<file path="src/rtl/adc_mon_pkg.sv">
// Shared types and defaults for the ADC level monitor.
package adc_mon_pkg;

    // Debounce FSM encoding; values are visible on debug taps, so keep them fixed.
    typedef enum logic [1:0] {
        LOW     = 2'd0,
        RISING  = 2'd1,
        HIGH    = 2'd2,
        FALLING = 2'd3
    } level_state_t;

    localparam int          SAMPLE_DIV_DEF = 50000;
    localparam int          AVG_LOG2_DEF   = 4;
    localparam int          HOLD_CNT_DEF   = 8;
    localparam logic [7:0]  TH_HIGH_DEF    = 8'd180;
    localparam logic [7:0]  TH_LOW_DEF     = 8'd120;

endpackage

</file>
<file path="src/rtl/adc_level_monitor_if.sv">
// Sample-in / level-out bundle between the ADC capture stage and the monitor.
interface adc_level_monitor_if;

    logic [7:0] i_adc_data;
    logic       i_enable;
    logic [7:0] o_avg;
    logic       o_avg_valid;
    logic       o_level_high;
    logic       o_event;

    // Producer side: supplies samples and enable, observes results.
    modport master (
        output i_adc_data,
        output i_enable,
        input  o_avg,
        input  o_avg_valid,
        input  o_level_high,
        input  o_event
    );

    // Monitor side.
    modport slave (
        input  i_adc_data,
        input  i_enable,
        output o_avg,
        output o_avg_valid,
        output o_level_high,
        output o_event
    );

endinterface

</file>
<file path="src/rtl/adc_level_monitor_window_avg.sv">
// Decimating sample timer plus fixed-window averager.
// The closing sample is folded into the average directly, so o_avg_valid
// rises in the cycle right after the capture of the last sample of a window.
module adc_window_avg
    import adc_mon_pkg::*;
#(
    parameter int SAMPLE_DIV = SAMPLE_DIV_DEF,
    parameter int AVG_LOG2   = AVG_LOG2_DEF
) (
    input  logic       i_clk,
    input  logic       i_rst,
    input  logic [7:0] i_adc_data,
    input  logic       i_enable,
    output logic [7:0] o_avg,
    output logic       o_avg_valid
);

    localparam int                TW       = $clog2(SAMPLE_DIV);
    localparam int                ACC_W    = 8 + AVG_LOG2;
    localparam logic [TW-1:0]     TC       = TW'(SAMPLE_DIV - 1);
    localparam logic [AVG_LOG2-1:0] CNT_LAST = '1;

    logic [TW-1:0]       timer;
    logic [ACC_W-1:0]    acc;
    logic [AVG_LOG2-1:0] cnt;
    logic [ACC_W-1:0]    sum;

    // Running sum including the sample being captured this cycle.
    always_comb begin
        sum = acc + ACC_W'(i_adc_data);
    end

    // Timer, accumulation and window close; disabling discards the partial window.
    always_ff @(posedge i_clk or posedge i_rst) begin
        if (i_rst) begin
            timer       <= '0;
            acc         <= '0;
            cnt         <= '0;
            o_avg       <= '0;
            o_avg_valid <= 1'b0;
        end else begin
            o_avg_valid <= 1'b0;
            if (!i_enable) begin
                timer <= '0;
                acc   <= '0;
                cnt   <= '0;
            end else if (timer == TC) begin
                timer <= '0;
                if (cnt == CNT_LAST) begin
                    o_avg       <= sum[ACC_W-1:AVG_LOG2];
                    o_avg_valid <= 1'b1;
                    acc         <= '0;
                    cnt         <= '0;
                end else begin
                    acc <= sum;
                    cnt <= cnt + 1'b1;
                end
            end else begin
                timer <= timer + 1'b1;
            end
        end
    end

endmodule

</file>
<file path="src/rtl/adc_level_monitor.sv">
// Light/rain level monitor: window averager feeding a hysteresis + debounce FSM.
//
// state   | meaning
// LOW     | level low, waiting for an average >= TH_HIGH
// RISING  | counting consecutive high averages toward HOLD_CNT
// HIGH    | level high, waiting for an average <= TH_LOW
// FALLING | counting consecutive low averages toward HOLD_CNT
module adc_level_monitor
    import adc_mon_pkg::*;
#(
    parameter int         SAMPLE_DIV = SAMPLE_DIV_DEF,
    parameter int         AVG_LOG2   = AVG_LOG2_DEF,
    parameter logic [7:0] TH_HIGH    = TH_HIGH_DEF,
    parameter logic [7:0] TH_LOW     = TH_LOW_DEF,
    parameter int         HOLD_CNT   = HOLD_CNT_DEF
) (
    input  logic          i_clk,
    input  logic          i_rst,
    adc_level_monitor_if.slave bus
);

    localparam logic [7:0] HOLD_LAST = 8'(HOLD_CNT);

    level_state_t state, state_nxt;
    logic [7:0]   hold, hold_nxt;
    logic         level_high, level_nxt;
    logic         event_q, event_nxt;
    logic [7:0]   avg;
    logic         avg_valid;

    adc_window_avg #(
        .SAMPLE_DIV (SAMPLE_DIV),
        .AVG_LOG2   (AVG_LOG2)
    ) u_window (
        .i_clk       (i_clk),
        .i_rst       (i_rst),
        .i_adc_data  (bus.i_adc_data),
        .i_enable    (bus.i_enable),
        .o_avg       (avg),
        .o_avg_valid (avg_valid)
    );

    assign bus.o_avg        = avg;
    assign bus.o_avg_valid  = avg_valid;
    assign bus.o_level_high = level_high;
    assign bus.o_event      = event_q;

    // State, hold count and registered level/event outputs.
    always_ff @(posedge i_clk or posedge i_rst) begin
        if (i_rst) begin
            state      <= LOW;
            hold       <= '0;
            level_high <= 1'b0;
            event_q    <= 1'b0;
        end else begin
            state      <= state_nxt;
            hold       <= hold_nxt;
            level_high <= level_nxt;
            event_q    <= event_nxt;
        end
    end

    // Next-state decode; only a fresh average can move the FSM.
    always_comb begin
        state_nxt = state;
        hold_nxt  = hold;
        event_nxt = 1'b0;
        if (avg_valid) begin
            unique case (state)
                LOW: begin
                    if (avg >= TH_HIGH) begin
                        if (HOLD_LAST == 8'd1) begin
                            state_nxt = HIGH;
                            hold_nxt  = '0;
                            event_nxt = 1'b1;
                        end else begin
                            state_nxt = RISING;
                            hold_nxt  = 8'd1;
                        end
                    end
                end
                RISING: begin
                    if (avg >= TH_HIGH) begin
                        if (hold + 8'd1 == HOLD_LAST) begin
                            state_nxt = HIGH;
                            hold_nxt  = '0;
                            event_nxt = 1'b1;
                        end else begin
                            hold_nxt = hold + 8'd1;
                        end
                    end else begin
                        state_nxt = LOW;
                        hold_nxt  = '0;
                    end
                end
                HIGH: begin
                    if (avg <= TH_LOW) begin
                        if (HOLD_LAST == 8'd1) begin
                            state_nxt = LOW;
                            hold_nxt  = '0;
                            event_nxt = 1'b1;
                        end else begin
                            state_nxt = FALLING;
                            hold_nxt  = 8'd1;
                        end
                    end
                end
                FALLING: begin
                    if (avg <= TH_LOW) begin
                        if (hold + 8'd1 == HOLD_LAST) begin
                            state_nxt = LOW;
                            hold_nxt  = '0;
                            event_nxt = 1'b1;
                        end else begin
                            hold_nxt = hold + 8'd1;
                        end
                    end else begin
                        state_nxt = HIGH;
                        hold_nxt  = '0;
                    end
                end
                default: begin
                    state_nxt = LOW;
                    hold_nxt  = '0;
                end
            endcase
        end
        level_nxt = (state_nxt == HIGH) || (state_nxt == FALLING);
    end

endmodule

</file>
<file path="src/flat_wrapper.sv">
// flat-port wrapper written by rule: the top's interface ports become plain ports
module adc_level_monitor_flat import adc_mon_pkg::*;
#(
    parameter int         SAMPLE_DIV = SAMPLE_DIV_DEF,
    parameter int         AVG_LOG2   = AVG_LOG2_DEF,
    parameter logic [7:0] TH_HIGH    = TH_HIGH_DEF,
    parameter logic [7:0] TH_LOW     = TH_LOW_DEF,
    parameter int         HOLD_CNT   = HOLD_CNT_DEF
)
  (i_clk, i_rst, bus_i_adc_data, bus_i_enable, bus_o_avg, bus_o_avg_valid, bus_o_level_high, bus_o_event);
  adc_level_monitor_if bus_i ();
  input  logic i_clk;
  input  logic i_rst;
  input wire logic [$bits(bus_i.i_adc_data)-1:0] bus_i_adc_data;
  input wire logic [$bits(bus_i.i_enable)-1:0] bus_i_enable;
  output wire logic [$bits(bus_i.o_avg)-1:0] bus_o_avg;
  output wire logic [$bits(bus_i.o_avg_valid)-1:0] bus_o_avg_valid;
  output wire logic [$bits(bus_i.o_level_high)-1:0] bus_o_level_high;
  output wire logic [$bits(bus_i.o_event)-1:0] bus_o_event;
  assign bus_i.i_adc_data = bus_i_adc_data;
  assign bus_i.i_enable = bus_i_enable;
  assign bus_o_avg = bus_i.o_avg;
  assign bus_o_avg_valid = bus_i.o_avg_valid;
  assign bus_o_level_high = bus_i.o_level_high;
  assign bus_o_event = bus_i.o_event;
  adc_level_monitor #(.SAMPLE_DIV(SAMPLE_DIV), .AVG_LOG2(AVG_LOG2), .TH_HIGH(TH_HIGH), .TH_LOW(TH_LOW), .HOLD_CNT(HOLD_CNT)) u_core (.i_clk(i_clk), .i_rst(i_rst), .bus(bus_i));
endmodule
</file>
<file path="config.mk">
export PLATFORM = sky130hd
export DESIGN_NAME = adc_level_monitor_flat
export DESIGN_NICKNAME = d
export VERILOG_FILES = /design/src/rtl/adc_mon_pkg.sv /design/src/rtl/adc_level_monitor_if.sv /design/src/rtl/adc_level_monitor_window_avg.sv /design/src/rtl/adc_level_monitor.sv /design/src/flat_wrapper.sv
export SDC_FILE = /design/constraint.sdc
export NUM_CORES = 1
export LEC_CHECK = 0
export ABC_AREA = 0
export CAP_MARGIN = 20
export CORE_UTILIZATION = 53
export CTS_CLUSTER_SIZE = 14
export DETAILED_ROUTE_END_ITERATION = 12
export HOLD_SLACK_MARGIN = 0.15
export PLACE_DENSITY = 0.76
export SYNTH_ARGS = -nofsm -noshare
export SYNTH_HDL_FRONTEND = slang
export SYNTH_SLANG_ARGS = --single-unit
</file>
<file path="constraint.sdc">
create_clock -name i_clk -period 1.9 [get_ports i_clk]
set_input_delay 0.38 -clock i_clk [delete_from_list [all_inputs] [get_ports i_clk]]
set_output_delay 0.38 -clock i_clk [all_outputs]
set_load 0.02 [all_outputs]
</file>
==> results of run 1 <==
## kinds of logic after synthesis
kind of cell	Yosys count	share of synthesized area [%]
xor gates and xnor gates	20	6.02
buffers and inverters	16	2.19
AOI/OAI and AO/OA	80	18.5
DFF	53	45.6
and+or+nand+nor	108	20.0
adders and majority gates	12	5.42
muxes	5	2.24
## final cells by class
class / instances / area share (%)
Inverter: 10 / 0.960
Clock buffer: 5 / 1.76
Tap cell: 70 / 2.24
Clock inverter: 3 / 0.544
Timing Repair Buffer: 78 / 17.8
Sequential cell: 53 / 34.0
Multi-Input combinational cell: 225 / 42.7
## flip-flops by register name, summed over array words and instances, names as in the netlist, 2 cells and up
signal,count
u_core.hold,8
u_core.state,2
u_core.u_window.acc,12
u_core.u_window.cnt,4
u_core.u_window.o_avg,8
u_core.u_window.timer,16
## per-stage QoR
stage	instances	util (%)	instance area [um^2]	worst slack (ns)	hold slack [ns]
floorplan	294	-	2940	-0.0240	0.425
global placement	425	69.1	3600	-0.535	0.446
detailed placement	425	69.1	3600	-0.606	0.453
CTS	438	72.1	3750	-0.103	0.348
global route	444	75.1	3910	-0.213	0.384
finish	444	75.1	3910	-0.0967	0.348
## routing by layer
metal | share of wire (%) | track usage (%) | vias up
li1 | - | - | 1227
met1 | 46 | 31.0 | 1212
met2 | 50 | 39.4 | 38
met3 | 2.7 | 4.31 | 7
met4 | 0.94 | 6.35 | 0
met5 | 0 | 0 | -
## layout by cell type (no fill, tap or decap), drive strengths merged, types with 4 or more instances in the layout
cell / count
buf: 57
nand4: 6
a21oi: 18
dfrtp: 53
nor2b: 4
nand3: 13
nor3: 4
and3: 6
or3: 8
a21o: 8
a22o: 8
inv: 11
nand2: 26
ha: 11
xor2: 9
o21ai: 23
clkdlybuf4s50: 17
xnor2: 11
clkbuf: 5
nor2: 25
## repair_timing
action,4_1_cts,5_1_grt
setup endpoints to repair,19,25
buffers inserted,5,6
gates resized for setup,13,33
pin swaps,11,21
## worst max-delay path: cells and delay by family, from the launching register on
kind / cells / cell delay [ns]
fa+ha+maj: 2 / 0.52
simple gates: 3 / 0.56
compound gates: 3 / 0.41
flops: 1 / 0.42
## final timing paths
check,startpoint,endpoint,slack [ns],cells past startpoint
max in group asynchronous,i_rst,u_core.u_window.o_avg_valid,1.11,3
worst max-delay path,u_core.u_window.acc[0],u_core.u_window.acc[8],-0.1,8
worst min-delay path,i_rst,u_core.u_window.cnt[0],0.35,2
min in group i_clk,u_core.u_window.timer[0],u_core.u_window.timer[0],0.46,1
worst max register to register,u_core.u_window.acc[0],u_core.u_window.acc[8],-0.1,8
worst min register to register,u_core.u_window.timer[0],u_core.u_window.timer[0],0.46,1
## where the power goes
group | internal (mW) | switching, mW
Sequential | 1.13 | 0.00336
Clock | 0.262 | 0.388
Combinational | 0.0580 | 0.0648
Total | 1.45 | 0.456
==> parameters.txt, run 1 <==
Parameter                              Value

Finish
  Reg area ... 1330 um^2
  Multi-input gate area in the final layout ... 1670 um^2
  N_diodes ... 0
  Area overhead of the layout relative to synthesis ... 34.4%
  Filler instances ... 375
  Share of layout cells above drive strength 1 ... 28.9%
  Number of nets in the final layout ... 396

Global route
  Global-route congestion overflow total ... 0
  GR Util All Layers ... 23.4%
  Initial antenna violation count ... 0
  Wire length of the first global-routing pass ... 10900 um
  Number of global-route vias before repair ... 2415
  Largest net degree at the start of global routing ... 26

Die
  I/O pin cnt ... 22
  Starting density of the core ... 55.9%
  Die Height ... 76.1 um
  CORE AREA ... 5200 um^2
  Floorplan die width ... 76.1 um
  Area of the die ... 5790 um^2
  Rows ... 26

Clock tree
  Post-CTS Hold Fix Bufs ... 0
  Root cell of the clock tree ... sky130_fd_sc_hd__clkbuf_8
  Clock transition at path regs ... 0.10 ns
  H-tree lvl count ... 2
  Clk_lat worst skew ... 0.31 ns
  Inserted Clock Buffers ... 5
  CTS tree ... yes
  Worst-case clock buffer depth ... 2
  Number of clock sinks ... 53

Run status
  Failing checks ... negative setup slack
  Status ... finished with violations

Synthesis
  Area of the mapped netlist ... 2910 um^2
  Number of flops mapped to enable cells by yosys ... 0
  Syn Nets ... 317
  Synthesis Warnings ... 0
  Synth top cells by count ... 53 x sky130_fd_sc_hd__dfrtp_1, 26 x sky130_fd_sc_hd__nand2_1, 23 x sky130_fd_sc_hd__nor2_1
  Post-synth top area cell ... sky130_fd_sc_hd__dfrtp_1
  Synthesis-stage register bit count ... 53
  Distinct cell type count after synthesis ... 55
  Largest cells by area after synthesis ... sky130_fd_sc_hd__dfrtp_1 46%, sky130_fd_sc_hd__ha_1 4.7%, sky130_fd_sc_hd__o21ai_0 3.4%
  Predominant post-synthesis flop cell ... sky130_fd_sc_hd__dfrtp_1
  Fraction of synthesized cell area taken by the top area cell type ... 45.6%
  Proportion of synthesized chip area in sequential cells ... 45.6%
  Count of mapped cells out of synthesis ... 294
  Top-count cell post-synth ... sky130_fd_sc_hd__dfrtp_1
  Avg Cell Area, Syn ... 9.89 um^2
  Ys async rst share ... 100%

Power and ir drop
  Total Power ... 1.91 mW
  Leak Pwr ... 1.88 nW
  Power density of the placed cells ... 488 nW/um^2
  Largest voltage drop on the vdd net ... 0.361 mV

Run
  Count of maximum capacitance violations ... 0

Setup path
  Worst Setup End Kind ... register
  Series of cell instances along the critical path ... ha_4 -> fa_2 -> a21o_1 -> nand4_1 -> a21oi_2 -> or2_4 -> or2_0 -> a31oi_1
  Delay of the slowest cell on the worst path ... 0.42 ns
  Max stage delay cell, worst path ... sky130_fd_sc_hd__dfrtp_1
  Critical path required time ... 2.14 ns
  Launching element type of the critical path ... register
  WS Path Type ... reg -> reg
  Arrival @ worst endpoint ... 2.23 ns
  Crit-path max FO ... 3

Drt
  Via count ... 2484
  Final antenna-violating net count ... 0
  Wire length per cell after detailed routing ... 14.6 um
  # DRC ... 0
  Via density per instance ... 5.59
  Number of detailed-route iterations in the first pass ... 4
  Total detailed-routing wirelength ... 6480 um
  First DRT Iteration DRCs ... 108

STA
  Shortest period the worst path allows ... 2.00 ns
  Rel. slew slack ... 69.4%
  Max-slew violations ... 0
  Measured slew at the worst slew-check pin ... 0.457 ns
  Fin worst setup slack ... -0.0967 ns
  Final Hold Fails ... 0
  Highest attainable clock frequency ... 501 MHz
  Worst Clk Skew ... 0.00747 ns
  # setup viols final ... 7
  Setup repair after global routing missed its margin ... true
  Final period utilization ... 105%
  Final-layout setup total negative slack ... -0.265 ns

Place
  Half-perimeter wire length after placement ... 4600 um
  Count of buffers inserted at the top-level ports ... 21
  Placer Congestion ... 0.901

Hold path
  Path class of the lowest-slack min-delay path ... in -> async
(Power assumes the default switching activity.)
==> inputs of run 2 (changes only) <==
CELL_PAD_IN_SITES_DETAIL_PLACEMENT = 1   (was not set)
CELL_PAD_IN_SITES_GLOBAL_PLACEMENT = 1   (was not set)
CORE_UTILIZATION = 41   (was 53)
CTS_CLUSTER_SIZE = 8   (was 14)
PLACE_DENSITY = not set   (was 0.76)
PLACE_DENSITY_LB_ADDON = 0.1   (was not set)
==> run 2 against run 1 <==
Effect of this change:
- the flow still finishes with violations (negative setup slack)
- clock skew rose by 0.0021 ns
- sequential power barely moved
- via count rose by 3.8%
- clock power fell by 3%
- worst setup slack got worse by 0.053 ns
- non-clock buffer count rose by 4
- sequential cell count did not move
- total power fell by 0.27%
- global-route usage fell by 0.95 points
- design area rose by 2.7%
- count of clock-buffer cells in the layout rose by 1
==> parameters.txt, run 2 (same netlist as run 1, synthesis figures left out) <==
Parameter                              Value

Setup path
  Crit-path max FO ... 4 (+1)
  Arrival @ worst endpoint ... 2.27 ns (+0.04 ns)
  Reg-to-Reg Start ... u_core.u_window.acc[0]
  WS Path Type ... in -> reg
  Worst Setup End Kind ... register
  Critical path required time ... 2.12 ns (-0.02 ns)
  Launching element type of the critical path ... primary input
  Destination of the worst register-to-register timing path ... u_core.u_window.acc[8]
  Count of cells along the worst register-to-register path ... 8 (unchanged)
  Worst reg2reg setup slack ... -0.11 ns (about the same)

Global route
  Global-route congestion overflow total ... 0 (unchanged)
  Initial antenna violation count ... 0 (unchanged)
  GR Util All Layers ... 22.4% (-0.95 points)
  Number of global-route vias before repair ... 2733 (+13%)
  Wire length of the first global-routing pass ... 13100 um (+20%)
  Largest net degree at the start of global routing ... 18 (-31%)

Finish
  N_diodes ... 0 (unchanged)
  Most common cell after layout, fill and taps aside ... sky130_fd_sc_hd__buf_4
  Share of the core filled with cells ... 58.8% (-16 points)
  Reg area ... 1330 um^2 (unchanged)
  Multi-input gate area in the final layout ... 1730 um^2 (+3.8%)
  Share of layout cells above drive strength 1 ... 30.2% (+1.3 points)
  Filler instances ... 784 (+110%)
  Max reg flops ... 16 (unchanged)
  Area overhead of the layout relative to synthesis ... 38.0%
  Top library cells by usage in the layout, fill and taps aside ... 54 x sky130_fd_sc_hd__buf_4, 52 x sky130_fd_sc_hd__dfrtp_1, 24 x sky130_fd_sc_hd__nand2_1
  Largest reg by FF count ... u_core.u_window.timer
  Registers with the highest flip-flop counts ... u_core.u_window.timer x16, u_core.u_window.acc x12
  Number of nets in the final layout ... 400 (+1.0%)

STA
  # setup viols final ... 10 (+3)
  Setup repair after global routing missed its margin ... true
  Final period utilization ... 108% (+2.8 points)
  Shortest period the worst path allows ... 2.05 ns (+0.0528 ns)
  Worst Clk Skew ... 0.00961 ns (+0.00214 ns)
  Worst-case hold slack ... 0.324 ns (-0.0239 ns)
  Rel. slew slack ... 69.1% (-0.34 points)
  Measured slew at the worst slew-check pin ... 0.462 ns (+0.00501 ns)
  Highest attainable clock frequency ... 488 MHz (-2.6%)
  Fin worst setup slack ... -0.150 ns (-0.0528 ns)
  Max-slew violations ... 0 (unchanged)
  Final Hold Fails ... 0 (unchanged)

Die
  Rows ... 30 (+15%)
  I/O pin cnt ... 22 (unchanged)
  Starting density of the core ... 42.6% (-13 points)
  Floorplan die width ... 86.2 um (+13%)
  Die Height ... 86.2 um (+13%)
  CORE AREA ... 6830 um^2 (+31%)
  Area of the die ... 7440 um^2 (+28%)

Clock tree
  H-tree lvl count ... 2 (unchanged)
  Worst-case clock buffer depth ... 2 (unchanged)
  Clock transition at path regs ... 0.10 ns (about the same)
  Post-CTS Hold Fix Bufs ... 0 (unchanged)
  Inserted Clock Buffers ... 5 (unchanged)
  CTS tree ... yes
  Number of clock sinks ... 53 (unchanged)
  Clk_lat worst skew ... 0.31 ns (about the same)
  Root cell of the clock tree ... sky130_fd_sc_hd__clkbuf_8

Run status
  Failing checks ... negative setup slack
  Status ... finished with violations

Drt
  Final antenna-violating net count ... 0 (unchanged)
  Via count ... 2578 (+3.8%)
  Total detailed-routing wirelength ... 8000 um (+23%)
  Wire length per cell after detailed routing ... 16.9 um (+15%)
  # DRC ... 0 (unchanged)
  Via density per instance ... 5.44 (-2.8%)
  Number of detailed-route iterations in the first pass ... 4 (unchanged)
  First DRT Iteration DRCs ... 65 (-40%)

Run
  Count of maximum capacitance violations ... 0 (unchanged)

Hold path
  Path class of the lowest-slack min-delay path ... in -> async

Place
  Half-perimeter wire length after placement ... 5460 um (+19%)
  Placer Congestion ... 0.807 (-10%)
  Count of buffers inserted at the top-level ports ... 21 (unchanged)

Power and ir drop
  Leak Pwr ... 1.88 nW (+0.20%)
  Largest voltage drop on the vdd net ... 0.252 mV (-30%)
  Power density of the placed cells ... 474 nW/um^2 (-2.9%)
## run 2: layout make-up
| cell class | instances | share of cell area [%] |
|---|---|---|
| Clock buffer | 6 | 1.81 |
| Clock inverter | 2 | 0.249 |
| Inverter | 10 | 0.935 |
| Multi-Input combinational cell | 225 | 43.2 |
| Sequential cell | 53 | 33.1 |
| Tap cell | 96 | 2.99 |
| Timing Repair Buffer | 82 | 17.8 |
## run 2: how the worst max path moves through the flow
stage,from,endpoint,cells after the start
2_1_floorplan,u_core.u_window.acc[0],u_core.u_window.acc[8],8
3_3_place_gp,bus_i_adc_data[0],u_core.u_window.acc[8],9
3_5_place_dp,bus_i_adc_data[0],u_core.u_window.acc[8],9
4_1_cts,u_core.u_window.acc[0],u_core.u_window.acc[8],8
5_1_grt,u_core.u_window.acc[0],u_core.u_window.acc[8],8
6_report,bus_i_adc_data[4],u_core.u_window.acc[8],8
## run 2: layer usage
layer  share of wire (%)  vias up  track usage [%]
met2                  50       33             38.2
met3                 2.3       13             3.90
met5                   0        -                0
met1                  45     1301             29.2
met4                 2.3        0             6.97
li1                    -     1231                -
## run 2: timing repair
item,4_1_cts,5_1_grt
pin swaps,18,16
gates cloned,0,0
resized for setup,20,29
setup buffers,5,6
endpoints found under the setup margin,20,23
## run 2: stage by stage
step                area, um^2  worst slack [ns]  total power, mW  std cells  setup TNS (ns)
floorplan                 2940           -0.0240             1.21        294         -0.0380
global placement          3650            -0.537             1.28        455           -6.88
detailed placement        3650            -0.556             1.28        455           -7.61
CTS                       3840           -0.0875             1.92        468          -0.216
global route              4010            -0.222             1.99        474           -1.80
finish                    4010            -0.150             1.90        474          -0.523
## run 2: worst max-delay path, cell delays in order
cell and delay, ns:
sky130_fd_sc_hd__clkdlybuf4s50_1 0.48, sky130_fd_sc_hd__ha_2 0.31, sky130_fd_sc_hd__a21o_1 0.20, sky130_fd_sc_hd__a21oi_2 0.21
sky130_fd_sc_hd__a21oi_2 0.09, sky130_fd_sc_hd__or2_4 0.25, sky130_fd_sc_hd__or2_0 0.21, sky130_fd_sc_hd__a31oi_1 0.14
## run 2: where the power goes
group	switching (mW)	internal [mW]	total, mW	leakage (nW)
clock	0.375	0.257	0.632	0.0450
combinational	0.0736	0.0628	0.136	1.10
sequential	0.00340	1.13	1.14	0.737
total	0.452	1.45	1.90	1.88
